File: src/rtl/inst_decoder.sv
// inst_decoder: RV32I decode stage with register-file read handshake and execute hand-off
module inst_decoder #(
    parameter int LEN = 32
) (
    input  logic           clk,
    input  logic           rst,
    input  logic           rdy_in,
    input  logic           inst_valid,
    input  logic [31:0]    inst,
    input  logic [LEN-1:0] inst_pc,
    output logic           inst_ready,
    output logic           reg_ex_signal,
    output logic [4:0]     rs1,
    output logic [4:0]     rs2,
    input  logic [LEN-1:0] rs1_data,
    input  logic [LEN-1:0] rs2_data,
    output logic           dec_valid,
    input  logic           ex_ready,
    output logic [6:0]     dec_opcode,
    output logic [2:0]     dec_funct3,
    output logic [6:0]     dec_funct7,
    output logic [4:0]     dec_rd,
    output logic [LEN-1:0] dec_imm,
    output logic [LEN-1:0] dec_rs1_val,
    output logic [LEN-1:0] dec_rs2_val,
    output logic [LEN-1:0] dec_pc,
    output logic           dec_wb,
    output logic           illegal
);
    typedef enum logic [1:0] {IDLE, READ, WAIT, OUT} state_t;
    state_t state, state_next;
    logic [6:0] op;
    logic is_u, is_j, is_i, is_s, is_b, is_r, legal, wb_base;
    logic [31:0] imm32;
    logic [LEN-1:0] imm_ext;
    assign inst_ready = state == IDLE;
    assign reg_ex_signal = state == READ;
    assign dec_valid = state == OUT;
    // Classify the incoming opcode and build its sign-extended immediate
    always_comb begin
        op = inst[6:0];
        is_u = op == 7'b0110111 || op == 7'b0010111;
        is_j = op == 7'b1101111;
        is_i = op == 7'b1100111 || op == 7'b0000011 || op == 7'b0010011;
        is_r = op == 7'b0110011;
        is_b = op == 7'b1100011;
        is_s = op == 7'b0100011;
        legal = is_u | is_j | is_i | is_r | is_b | is_s;
        wb_base = is_u | is_j | is_i | is_r;
        imm32 = is_i ? {{20{inst[31]}}, inst[31:20]} :
                is_s ? {{20{inst[31]}}, inst[31:25], inst[11:7]} :
                is_b ? {{19{inst[31]}}, inst[31], inst[7], inst[30:25], inst[11:8], 1'b0} :
                is_u ? {inst[31:12], 12'b0} :
                is_j ? {{11{inst[31]}}, inst[31], inst[19:12], inst[20], inst[30:21], 1'b0} : '0;
        imm_ext = LEN'($signed(imm32));
    end
    // Next-state: accept in IDLE, one-cycle READ and WAIT, hold OUT until execute takes it
    always_comb begin
        state_next = state;
        case (state)
            IDLE: state_next = inst_valid ? (legal ? READ : OUT) : IDLE;
            READ: state_next = WAIT;
            WAIT: state_next = OUT;
            OUT:  state_next = ex_ready ? IDLE : OUT;
            default: state_next = IDLE;
        endcase
    end
    // State and bundle registers; everything freezes while rdy_in is low
    always_ff @(posedge clk) begin
        if (!rst) begin
            state       <= IDLE;
            rs1         <= '0;
            rs2         <= '0;
            dec_opcode  <= '0;
            dec_funct3  <= '0;
            dec_funct7  <= '0;
            dec_rd      <= '0;
            dec_imm     <= '0;
            dec_rs1_val <= '0;
            dec_rs2_val <= '0;
            dec_pc      <= '0;
            dec_wb      <= 1'b0;
            illegal     <= 1'b0;
        end else if (rdy_in) begin
            state <= state_next;
            if (state == IDLE && inst_valid) begin
                rs1         <= legal && !(is_u || is_j) ? inst[19:15] : 5'd0;
                rs2         <= is_s || is_b || is_r ? inst[24:20] : 5'd0;
                dec_opcode  <= op;
                dec_funct3  <= inst[14:12];
                dec_funct7  <= inst[31:25];
                dec_rd      <= inst[11:7];
                dec_imm     <= imm_ext;
                dec_rs1_val <= '0;
                dec_rs2_val <= '0;
                dec_pc      <= inst_pc;
                dec_wb      <= wb_base && inst[11:7] != 5'd0;
                illegal     <= !legal;
            end
            if (state == WAIT) begin
                dec_rs1_val <= rs1 == 5'd0 ? '0 : rs1_data;
                dec_rs2_val <= rs2 == 5'd0 ? '0 : rs2_data;
            end
        end
    end
endmodule

File: config.mk
export PLATFORM = sky130hd
export DESIGN_NAME = inst_decoder
export DESIGN_NICKNAME = d
export VERILOG_FILES = /design/src/rtl/inst_decoder.sv
export SDC_FILE = /design/constraint.sdc
export NUM_CORES = 1
export LEC_CHECK = 0
export ABC_AREA = 1
export CAP_MARGIN = 20
export CORE_ASPECT_RATIO = 1.2
export CORE_MARGIN = 1.5
export CORE_UTILIZATION = 42
export CTS_BUF_LIST = sky130_fd_sc_hd__clkbuf_8 sky130_fd_sc_hd__clkbuf_16
export DETAILED_ROUTE_END_ITERATION = 7
export GPL_ROUTABILITY_DRIVEN = 0
export PLACE_DENSITY_LB_ADDON = 0.15
export SLEW_MARGIN = 5
export SYNTH_ARGS = -nofsm -noshare
export SYNTH_HDL_FRONTEND = slang
export SYNTH_SLANG_ARGS = --single-unit
File: constraint.sdc
create_clock -name clk -period 1.8 [get_ports clk]
set_input_delay 0.54 -clock clk [delete_from_list [all_inputs] [get_ports clk]]
set_output_delay 0.54 -clock clk [all_outputs]
set_load 0.005 [all_outputs]
==> impl_metrics.env <==
export IMPL_ioPinCount=298
export IMPL_nets=1394
export IMPL_clk_path_buf_depth=2
export IMPL_n_antenna_cell=0
export IMPL_die_area_mm2=0.0171
export IMPL_grt_pass1_wl_um=33500
export IMPL_design_area_mm2=0.0110
export IMPL_synth_area_top_cells="dfxtp_1, nor2_1, nand3_1, a21oi_1, nand2_1"
export IMPL_numClockSinks=164
export IMPL_htree_num_levels=4
export IMPL_wl_per_cell_um=14.4
export IMPL_insertion_delay_ns=0.42
export IMPL_ys_ff_latch=164
export IMPL_p_per_area_mw_per_mm2=794
export IMPL_seq_power_share=0.438
export IMPL_hold_ws_ns=0.430
export IMPL_met1_usage=0.289
export IMPL_ys_flop_type="dfxtp_1"
export IMPL_layout_drive_gt1_share=0.109
export IMPL_grt_max_degree=55
export IMPL_final_fill_count=1453
export IMPL_fin_crit_ns=1.71
export IMPL_fp_dieH_um=143
export IMPL_ys_seq_area_frac=0.478
export IMPL_setup_viol=0
export IMPL_antenna_found_initial=0
export IMPL_path_clk_slew_ns=0.06
export IMPL_synth_edf_count=0
export IMPL_cp_slowest_cell="dfxtp_4"
export IMPL_worst_slew_pin_slew_ns=0.353
export IMPL_yosys_area_top_type="dfxtp_1"
export IMPL_path_delay_family="flip-flops"
export IMPL_syn_area_mm2=0.00687
export IMPL_grt_use_met2=0.411
export IMPL_skew_ns=0.00734
export IMPL_crit_arrival_ns=1.17
export IMPL_slew_violations=0
export IMPL_worst_setup_path_end_kind="primary output"
export IMPL_placementRows=51
export IMPL_area_delta_synth_final_pct=59.7
export IMPL_cts_tree="done"
export IMPL_crit_fanout=6
export IMPL_p_switching_mw=2.07
export IMPL_fin_crit_sh=0.952
export IMPL_status="complete, no violations"
export IMPL_yosysTopAreaCellShare=0.478
export IMPL_die_width_um=120
export IMPL_start_util=0.426
export IMPL_leakage_nw=5.50
export IMPL_overflow=0
export IMPL_dp_hpwl_um=15400
export IMPL_yosysWarningCount=0
export IMPL_vias=7171
export IMPL_drc_errors=0
export IMPL_ant_nets=0
export IMPL_pre_cts_ws_ns=-0.376
export IMPL_met3_usage=0.0883
export IMPL_slew_headroom=0.765
export IMPL_setup_slack_ns=0.0860
export IMPL_grt_usage=0.246
export IMPL_hp_class="in -> reg"
export IMPL_worstPathRequired_ns=1.26
export IMPL_top_usage_layer="met2"
export IMPL_async_flop_share=0
export IMPL_hold_viol_final=0
export IMPL_vias_per_cell=4.84
export IMPL_yosysMostFrequentCell="nor2_1"
export IMPL_cts_hold_buf=0
export IMPL_drt_iter0_markers=397
export IMPL_core_mm2=0.0161
export IMPL_cp_cell_sequence="nand2_1 -> inv_1 -> dlygate4sd2_1"
export IMPL_postSynthAreaPerCell_um2=7.31
export IMPL_intPower_mw=6.64
export IMPL_path_class="reg -> out"
export IMPL_wirelength_um=21400
export IMPL_combPwrFrac=0.143
export IMPL_synth_common_cells="nor2_1, dfxtp_1, nand2_1"
export IMPL_placed_area_mm2=0.0104
export IMPL_syn_nets=1073
export IMPL_critPathBufInv=2
export IMPL_clkPwrFrac=0.418
export IMPL_rsz0062_at_grt="no"
export IMPL_finalPower_mw=8.71
export IMPL_io_buffers=297
export IMPL_max_clock_freq_ghz=0.583
export IMPL_cp_start_kind="register"
export IMPL_grt_pass1_vias=6713
export IMPL_max_stage_delay_ns=0.39
export IMPL_peakVddDrop_mv=0.582
export IMPL_sw_frac_of_total=0.238
export IMPL_root_buffer="clkbuf_16"
export IMPL_synth_cells=940
export IMPL_synth_distinct_cells=27
export IMPL_cap_violations=0
export IMPL_dr_pass1_iters=4
export IMPL_numCtsBuffers=17
==> metal layers <==
layer  vias up  wire length [um]
met5         -                 0
met4         0               643
met3        42              1730
met2       254             10300
met1      3201              8690
li1       3674                 -
==> layout by cell type, fill, tap and decap left out, drive strengths merged, types with 3 or more instances in the layout <==
master           n
inv             59
clkbuf          19
dlymetal6s2s    23
o21ai           53
dlygate4sd2    144
clkinv           4
nor2           245
buf             73
a21oi          101
clkdlybuf4s50  127
o21a            19
bufinv           3
nand3          101
nor3             3
dfxtp          164
nand3b          11
nand2          115
==> power groups by stage <==
stage | combinational (mW) | clock, mW | sequential (mW)
final | 1.25 | 3.64 | 3.82
after global routing | 1.37 | 3.90 | 3.83
after CTS | 1.25 | 3.73 | 3.82
after detailed placement | 1.32 | 0 | 3.90
after global placement | 1.31 | 0 | 3.90
after floorplan | 0.506 | 0 | 3.91
==> registers in the layout (all words and copies together), names as in the netlist <==
| signal | flops |
|---|---|
| rs1 | 5 |
| rs2 | 5 |
| state | 2 |
| illegal | 1 |
| dec_imm | 32 |
| dec_opcode | 7 |
| dec_funct3 | 3 |
| dec_pc | 32 |
| dec_rs2_val | 32 |
| dec_rs1_val | 32 |
| dec_rd | 5 |
| dec_wb | 1 |
| dec_funct7 | 7 |
==> layout make-up <==
| class | instances | area [um^2] | share of cell area |
|---|---|---|---|
| timing repair buffer | 368 | 3570 | 0.326 |
| clock buffer | 19 | 453 | 0.0413 |
| tap | 212 | 265 | 0.0242 |
| sequential | 164 | 3300 | 0.301 |
| inverter | 57 | 214 | 0.0195 |
| clock inverter | 10 | 136 | 0.0124 |
| multi-input combinational | 653 | 3040 | 0.277 |
==> worst paths after layout <==
kind,from,endpoint,slack (ns),cells past startpoint
setup / recovery,state[1]$_SDFFE_PN0P_,dec_valid,0.09,3
hold / removal,inst[1],dec_opcode[1]$_SDFFE_PN0P_,0.43,3
setup reg to reg,state[0]$_SDFFE_PN0P_,dec_imm[5]$_SDFFE_PN0P_,0.28,9
hold reg to reg,dec_funct7[3]$_SDFFE_PN0P_,dec_funct7[3]$_SDFFE_PN0P_,0.46,2
==> what timing repair did <==
item / CTS / global route
pin swaps: 0 / 4
gates resized for setup: 159 / 37
hold endpoints to repair: 0 / 0
setup buffers: 0 / 1
setup endpoints to repair: 148 / 45
==> logic make-up after synthesis <==
family / after synthesis / synth area share
flip-flops: 164 / 0.478
AO/OA/AOI/OAI: 175 / 0.138
buffers and inverters: 123 / 0.0888
AND/OR/NAND/NOR: 478 / 0.295
==> metrics by stage <==
step                      TNS, ns  cells   util
final                           0   1483  0.680
after global routing            0   1483  0.680
after CTS                       0   1482  0.673
after detailed placement   -30.12   1453  0.647
after global placement     -29.67   1453  0.647
after floorplan                 0    940      -
==> worst register-to-register path: stages (launching register included) <==
cell and delay, ns:
dfxtp_2 0.34, buf_4 0.14, nor2_4 0.11, nand2_4 0.08
nor2_4 0.13, inv_2 0.07, buf_12 0.16, nor2_1 0.23
nand2_1 0.09, a21oi_1 0.12
No activity file was read; power rests on OpenSTA's default activity.
